<file path="config.mk">
export PLATFORM = sky130hd
export DESIGN_NAME = regfile_param
export DESIGN_NICKNAME = d
export VERILOG_FILES = /design/src/rtl/regfile_param.sv
export SDC_FILE = /design/constraint.sdc
export NUM_CORES = 1
export LEC_CHECK = 0
export CORE_AREA = 2 2 80 82
export CTS_BUF_LIST = sky130_fd_sc_hd__clkbuf_4
export DETAILED_ROUTE_END_ITERATION = 8
export DIE_AREA = 0 0 82 84
export DONT_BUFFER_PORTS = 1
export MAX_ROUTING_LAYER = met4
export PLACE_DENSITY = 0.61
export SYNTH_ARGS = -nofsm -noshare
export SYNTH_HDL_FRONTEND = slang
export SYNTH_SLANG_ARGS = --single-unit
</file>
<file path="constraint.sdc">
create_clock -name clk -period 3.25 [get_ports clk]
set_clock_uncertainty 0.05 [all_clocks]
set_input_delay 0.1625 -clock clk [delete_from_list [all_inputs] [get_ports clk]]
set_output_delay 0.1625 -clock clk [all_outputs]
set_load 0.02 [all_outputs]
</file>
<file path="src/rtl/regfile_param.sv">
// rtl/regfile_param.sv - parametrised 2R1W register file with bypass, written map and clear sweep
module regfile_param #(
    parameter int WIDTH    = 4,
    parameter int DEPTH    = 8,
    parameter int ZERO_REG = 1,
    parameter int BYPASS   = 1,
    parameter int RD_REG   = 0,
    localparam int AW      = (DEPTH > 1) ? $clog2(DEPTH) : 1
) (
    input  logic             clk,
    input  logic             rst_n,
    input  logic [AW-1:0]    rd_addr1,
    input  logic [AW-1:0]    rd_addr2,
    output logic [WIDTH-1:0] rd_data1,
    output logic [WIDTH-1:0] rd_data2,
    input  logic             wr_en,
    input  logic [AW-1:0]    wr_addr,
    input  logic [WIDTH-1:0] wr_data,
    input  logic             clr_req,
    output logic             busy,
    output logic [DEPTH-1:0] written
);

    localparam logic [AW:0]       DEPTH_EXT = (AW + 1)'(DEPTH);
    localparam logic [AW-1:0]     LAST_IDX  = AW'(DEPTH - 1);
    localparam logic [DEPTH-1:0]  ZERO_MASK = (ZERO_REG != 0) ? DEPTH'(1) : '0;

    typedef enum logic {IDLE, SWEEP} state_t;

    state_t           state, state_next;
    logic [AW-1:0]    ptr;
    logic [WIDTH-1:0] mem [DEPTH];
    logic [DEPTH-1:0] written_q;
    logic             wr_acc;
    logic [WIDTH-1:0] rd_val1, rd_val2;

    function automatic logic addr_ok(input logic [AW-1:0] a);
        return ({1'b0, a} < DEPTH_EXT) && !((ZERO_REG != 0) && (a == '0));
    endfunction

    assign busy    = (state == SWEEP);
    assign wr_acc  = wr_en && !busy && !clr_req && addr_ok(wr_addr);
    assign written = written_q & ~ZERO_MASK;

    always_ff @(posedge clk or negedge rst_n) begin
        if (!rst_n) begin
            state <= IDLE;
        end else begin
            state <= state_next;
        end
    end

    always_comb begin
        state_next = state;
        case (state)
            IDLE:    if (clr_req) state_next = SWEEP;
            SWEEP:   if (ptr == LAST_IDX) state_next = IDLE;
            default: state_next = IDLE;
        endcase
    end

    // The sweep owns the array while busy; writes are rejected by wr_acc then.
    always_ff @(posedge clk or negedge rst_n) begin
        if (!rst_n) begin
            for (int i = 0; i < DEPTH; i++) begin
                mem[i] <= '0;
            end
            written_q <= '0;
            ptr       <= '0;
        end else if (state == SWEEP) begin
            mem[ptr]       <= '0;
            written_q[ptr] <= 1'b0;
            ptr            <= (ptr == LAST_IDX) ? '0 : ptr + 1'b1;
        end else begin
            if (clr_req) begin
                ptr <= '0;
            end
            if (wr_acc) begin
                mem[wr_addr]       <= wr_data;
                written_q[wr_addr] <= 1'b1;
            end
        end
    end

    always_comb begin
        rd_val1 = '0;
        if (addr_ok(rd_addr1)) begin
            if ((BYPASS != 0) && wr_acc && (rd_addr1 == wr_addr)) begin
                rd_val1 = wr_data;
            end else begin
                rd_val1 = mem[rd_addr1];
            end
        end
    end

    always_comb begin
        rd_val2 = '0;
        if (addr_ok(rd_addr2)) begin
            if ((BYPASS != 0) && wr_acc && (rd_addr2 == wr_addr)) begin
                rd_val2 = wr_data;
            end else begin
                rd_val2 = mem[rd_addr2];
            end
        end
    end

    generate
        if (RD_REG != 0) begin : g_rd_reg
            logic [WIDTH-1:0] rd_q1, rd_q2;
            always_ff @(posedge clk or negedge rst_n) begin
                if (!rst_n) begin
                    rd_q1 <= '0;
                    rd_q2 <= '0;
                end else begin
                    rd_q1 <= rd_val1;
                    rd_q2 <= rd_val2;
                end
            end
            assign rd_data1 = rd_q1;
            assign rd_data2 = rd_q2;
        end else begin : g_rd_comb
            assign rd_data1 = rd_val1;
            assign rd_data2 = rd_val2;
        end
    endgenerate

endmodule

</file>
-- After elaboration in Yosys (flattened, before gate mapping)
Index checks and enable logic that the tools add are counted.
- input port bits: 17
- register bits after elaboration: 44
- output and inout bits: 17
- logic and storage cells: 81
- multiplexer cells: 29
- $add $sub $neg: 1
- bitwise logic cells: 10
- equal/unequal tests: 3
- reduce and logical (&&, ||, !) cells: 17
- magnitude comparators: 10
- operators with widths (cell ; count):
    $mux 32 ; 2
    $mux 4 ; 10
    $and 32x32->32 ; 1
    $bwmux 32 ; 1
    $not 32->32 ; 1
    $bmux 4 s3 ; 2
    $demux 4 s3 ; 2
    $ge 4x4->1 const B ; 4
    $mux 8 ; 2
    $not 3->4 ; 4
    $logic_and 1x1->1 ; 9
    $logic_not 3->1 ; 3
    $mux 3 ; 3
    $and 8x8->8 ; 1
    $lt 3x4->1 const B ; 2
    $lt 4x1->1 const B ; 2
    $not 8->8 ; 1
    $or 8x8->8 ; 1
    $demux 1 s3 ; 2
    $eq 3x3->1 ; 2
    $ge 3x1->1 const B ; 2
    $mux 1 ; 4
    $reduce_bool 2->1 ; 2
    $add 3x1->3 const B ; 1
    4 further kinds ; 6

-- Logic depth before layout (Yosys ltp)
- word-level depth: 8
- mapped depth: 7
- mapped depth without buffers: 5

-- Worst setup path before layout
Ideal clock, no wire load.
- path type: register to output
- start: register state, in the netlist busy
- end: output port rd_data2[0]
- data arrival time: 1893 ps
- setup slack: 1144 ps
- data required time: 3037 ps
- stages on the path, launching flop included: 5
- buffers on the path: 0
- path through: dfrtp_1 > or3_4 > or3_4 > a21oi_4 > mux2i_1
- word-level cells in the longest chain between the ends: 7
- ends and longest elaborated chain (item ; line ; source):
    start, declared ; 30 ; state_t state, state_next;
    start signal, assigned ; 49 ; state <= state_next;
    $logic_not 1->1 ; 42 ; assign wr_acc = wr_en && !busy && !clr_req && addr_ok(wr_addr);
    $logic_and 1x1->1 (3 in series) ; 42 ;
    $logic_and 1x1->1 ; 99 ; if ((BYPASS != 0) && wr_acc && (rd_addr2 == wr_addr)) begin
    $mux 4 ; 99 ;
    $mux 4 ; 98 ; if (addr_ok(rd_addr2)) begin
    end, declared ; 15 ; output logic [WIDTH-1:0] rd_data2,
Every way passes these cells.

-- Worst setup path in the final report
- start: register state, in the netlist busy
- end: output port rd_data2[1]
The elaborated chain is that of the path after synthesis.

==> impl_summary.txt <==
----------------------------------------------------
[Drt]
  Count of vias placed by the detailed router ... 1915
  Remaining antenna violation count ... 0
  Number of DRC markers after the initial detailed-route iteration ... 197
  Vias per Instance ... 5.68
  Final wirelength ... 6420 um
  Drt wl/cell ... 19.1 um
  DRT Pass-1 Iters ... 4
  DRC errors left ... 0

[Die]
  Die ar. ... 6890 um^2
  Height of the die ... 84 um
  Area of the core ... 6100 um^2
  Initial Utilization ... 38.6%
  Chip width ... 82 um
  Num ports ... 34
  Site row count ... 29

[Pwr]
  VDD IR max ... 0.000342 V
  Power per cell area ... 678 nW/um^2
  Leakage power figure ... 1.11 nW

[Synthesis]
  Synth async-reset ratio ... 100%
  Commonest cells in the netlist ... 54 x nand2_1, 40 x dfrtp_1, 30 x o21ai_0
  Cells after Synth ... 257
  Seq cells post-synth ... 40
  Proportion of synthesized chip area in sequential cells ... 42.6%
  Cell variety after synth ... 33
  Top-area cell type share of the netlist area ... 42.6%
  Syn. warnings ... 0
  Most common cell in the synthesized netlist ... nand2_1
  Post-Syn Nets ... 276
  Top FF cell, synth ... dfrtp_1
  Mean cell area of the mapped netlist ... 9.15 um^2
  Leading post-synthesis cells by cell area ... dfrtp_1 43%, nand2_1 8.6%, mux4_2 6.7%, o21ai_0 6.4%, mux2i_1 5.1%
  Cell type contributing the most total cell area after synthesis ... dfrtp_1
  Count of flip-flops with a built-in enable after synthesis ... 0
  Synthesized area ... 2350 um^2

[Placement]
  Last weighted congestion value of the routability-driven placer ... 0.895
  Placed instance count ... 322
  # port buffers ... 0
  DP Wirelength ... 4450 um

[Layout]
  Diodes inserted ... 0
  Non-filler cells, final ... 337
  Layout cells sized above 1 ... 9.62%
  NumNets Final ... 278
  Post-layout utilization of the core ... 41.8%
  Area growth from synthesis to final layout ... 8.35%

[CTS]
  H-tree level count ... 2
  TritonCTS Buffers ... 5
  Clk Latency, worst-skew pair ... 0.35 ns
  Maximum root-to-sink buffer count ... 2
  Clock transition at the registers of the reported paths ... 0.12 ns
  CTS root buffer ... clkbuf_4
  CTS tree ... yes
  Clock net sink count ... 40

[STA]
  Final period util ... 85.0%
  Setup violators final ... 0
  Final-report hold violation count ... 0
  Transition time of the tightest slew-check pin ... 0.595 ns
  Remaining max-slew budget at the tightest pin ... 60.2%
  Clock period minus final worst setup slack ... 2.76 ns
  Highest clock rate ... 362 MHz
  Setup tns final ... 0 ns
  Setup repair after global routing missed its margin ... false
  Final count of pins violating max slew ... 0

[GRT]
  Pin count of the biggest net entering global routing ... 41
  Via count of the first global-routing pass ... 1879
  Initial antenna violation count ... 0
  Remaining Overflow, GRT ... 0
  Global-route wire length before repair ... 10100 um
  Total routing usage reported by global routing ... 20.5%

[Setup path]
  Critical path launch point type ... flop
  Top cell by count, worst path ... or3_4
  Delay contributed by the slowest stage of the critical path ... 0.62 ns
  Series of cell instances along the critical path ... or3_4 > or3_4 > a21oi_4 > mux2i_1
  Signal arrival time at the worst endpoint ... 2.55 ns
  Critical path data required time ... 3.04 ns
  CP max FO ... 16
  Slowest CP cell ... dfrtp_1
  Slack of the worst reg-to-reg path ... 1.26 ns
  Critical path class ... reg -> out
  Crit. End Element ... output pin

[Outcome]
  Run status ... complete, no violations

[Job]
  Number of violations of the max-capacitance limit ... 0

[Min path]
  Kind of path behind the tightest hold check ... in -> reg

----------------------------------------------------
[per-stage QoR]
stage	area (um^2)	setup slack [ns]	total power [mW]	hold slack (ns)
3_5_place_dp	2390	0.864	1.39	-0.182
5_1_grt	2550	0.330	1.86	0.175
6_report	2550	0.487	1.73	0.154
2_1_floorplan	2350	1.14	1.26	-0.183
3_3_place_gp	2390	0.885	1.37	-0.182
4_1_cts	2550	0.451	1.74	0.144
[per-layer routing]
layer  wire length [um]  vias to the layer above  global-route usage, %
li1                   -                      909                      -
met1               2750                      927                   26.3
met2               3080                       69                   31.3
met3                459                       10                   5.52
met4                128                        0                   6.67
met5                  0                        -                      -
[area by class of cell]
class,instances,area [um^2]
clock buffer,5,37.5
clock inverter,3,37.5
fill,615,3550
inverter,5,18.8
multi-input combinational,200,1280
sequential,40,1000
tap,77,96.3
timing repair buffer,7,80.1
[worst max-delay path: cells and delay by family (launching register included)]
| family | cells | cell delay, ns |
|---|---|---|
| AO/OA/AOI/OAI | 1 | 0.24 |
| flip-flops | 1 | 0.62 |
| multiplexers | 1 | 0.48 |
| AND/OR/NAND/NOR | 2 | 0.85 |
[report_power, final]
group	switching [mW]	internal, mW	leakage (nW)	total (mW)
combinational	0.290	0.232	0.530	0.521
sequential	0.221	0.660	0.540	0.881
clock	0.168	0.157	0.0403	0.325
[worst paths after layout]
| kind | cells after the start | from | to |
|---|---|---|---|
| max reg2reg | 4 | busy$_DFF_PN0_ | mem[24]$_DFFE_PN0P_ |
| max in group asynchronous | 2 | rst_n | mem[12]$_DFFE_PN0P_ |
| min in group asynchronous | 2 | rst_n | mem[20]$_DFFE_PN0P_ |
| min | 3 | wr_addr[2] | written_q[2]$_DFFE_PN0P_ |
| max | 4 | busy$_DFF_PN0_ | rd_data2[1] |
| min reg2reg | 2 | mem[27]$_DFFE_PN0P_ | mem[27]$_DFFE_PN0P_ |
[layout by cell type (no fill, tap or decap), types with 6 or more instances in the layout]
master and count:
a21oi_1 9, a22oi_1 7, dfrtp_1 40, dlygate4sd3_1 6, mux2_2 7, mux2i_1 12
mux4_2 7, nand2_1 54, nand3_1 17, nor2_1 14, nor2b_1 8, o21ai_0 30
[flip-flops by register name (all words and copies together) (netlist names)]
signal / cells
ptr: 3
mem: 29
written_q: 7
busy: 1
[repair_timing]
action,4_1_cts,5_1_grt
setup buffers,0,0
endpoints found under the hold margin,72,0
hold buffers,7,0
gates resized for setup,0,0
[cells by family after synthesis]
kind of cell    count (synthesis)  synth area share, %
compound gates                 56                 14.3
xor+xnor                        4                 1.49
fa+ha+maj                       2                 1.06
buf+inv                        17                 3.14
flops                          40                 42.6
mux                            26                 15.2
other cells                     1                0.159
simple gates                  111                 22.2
Note: power is estimated with default switching activity, not from simulation.
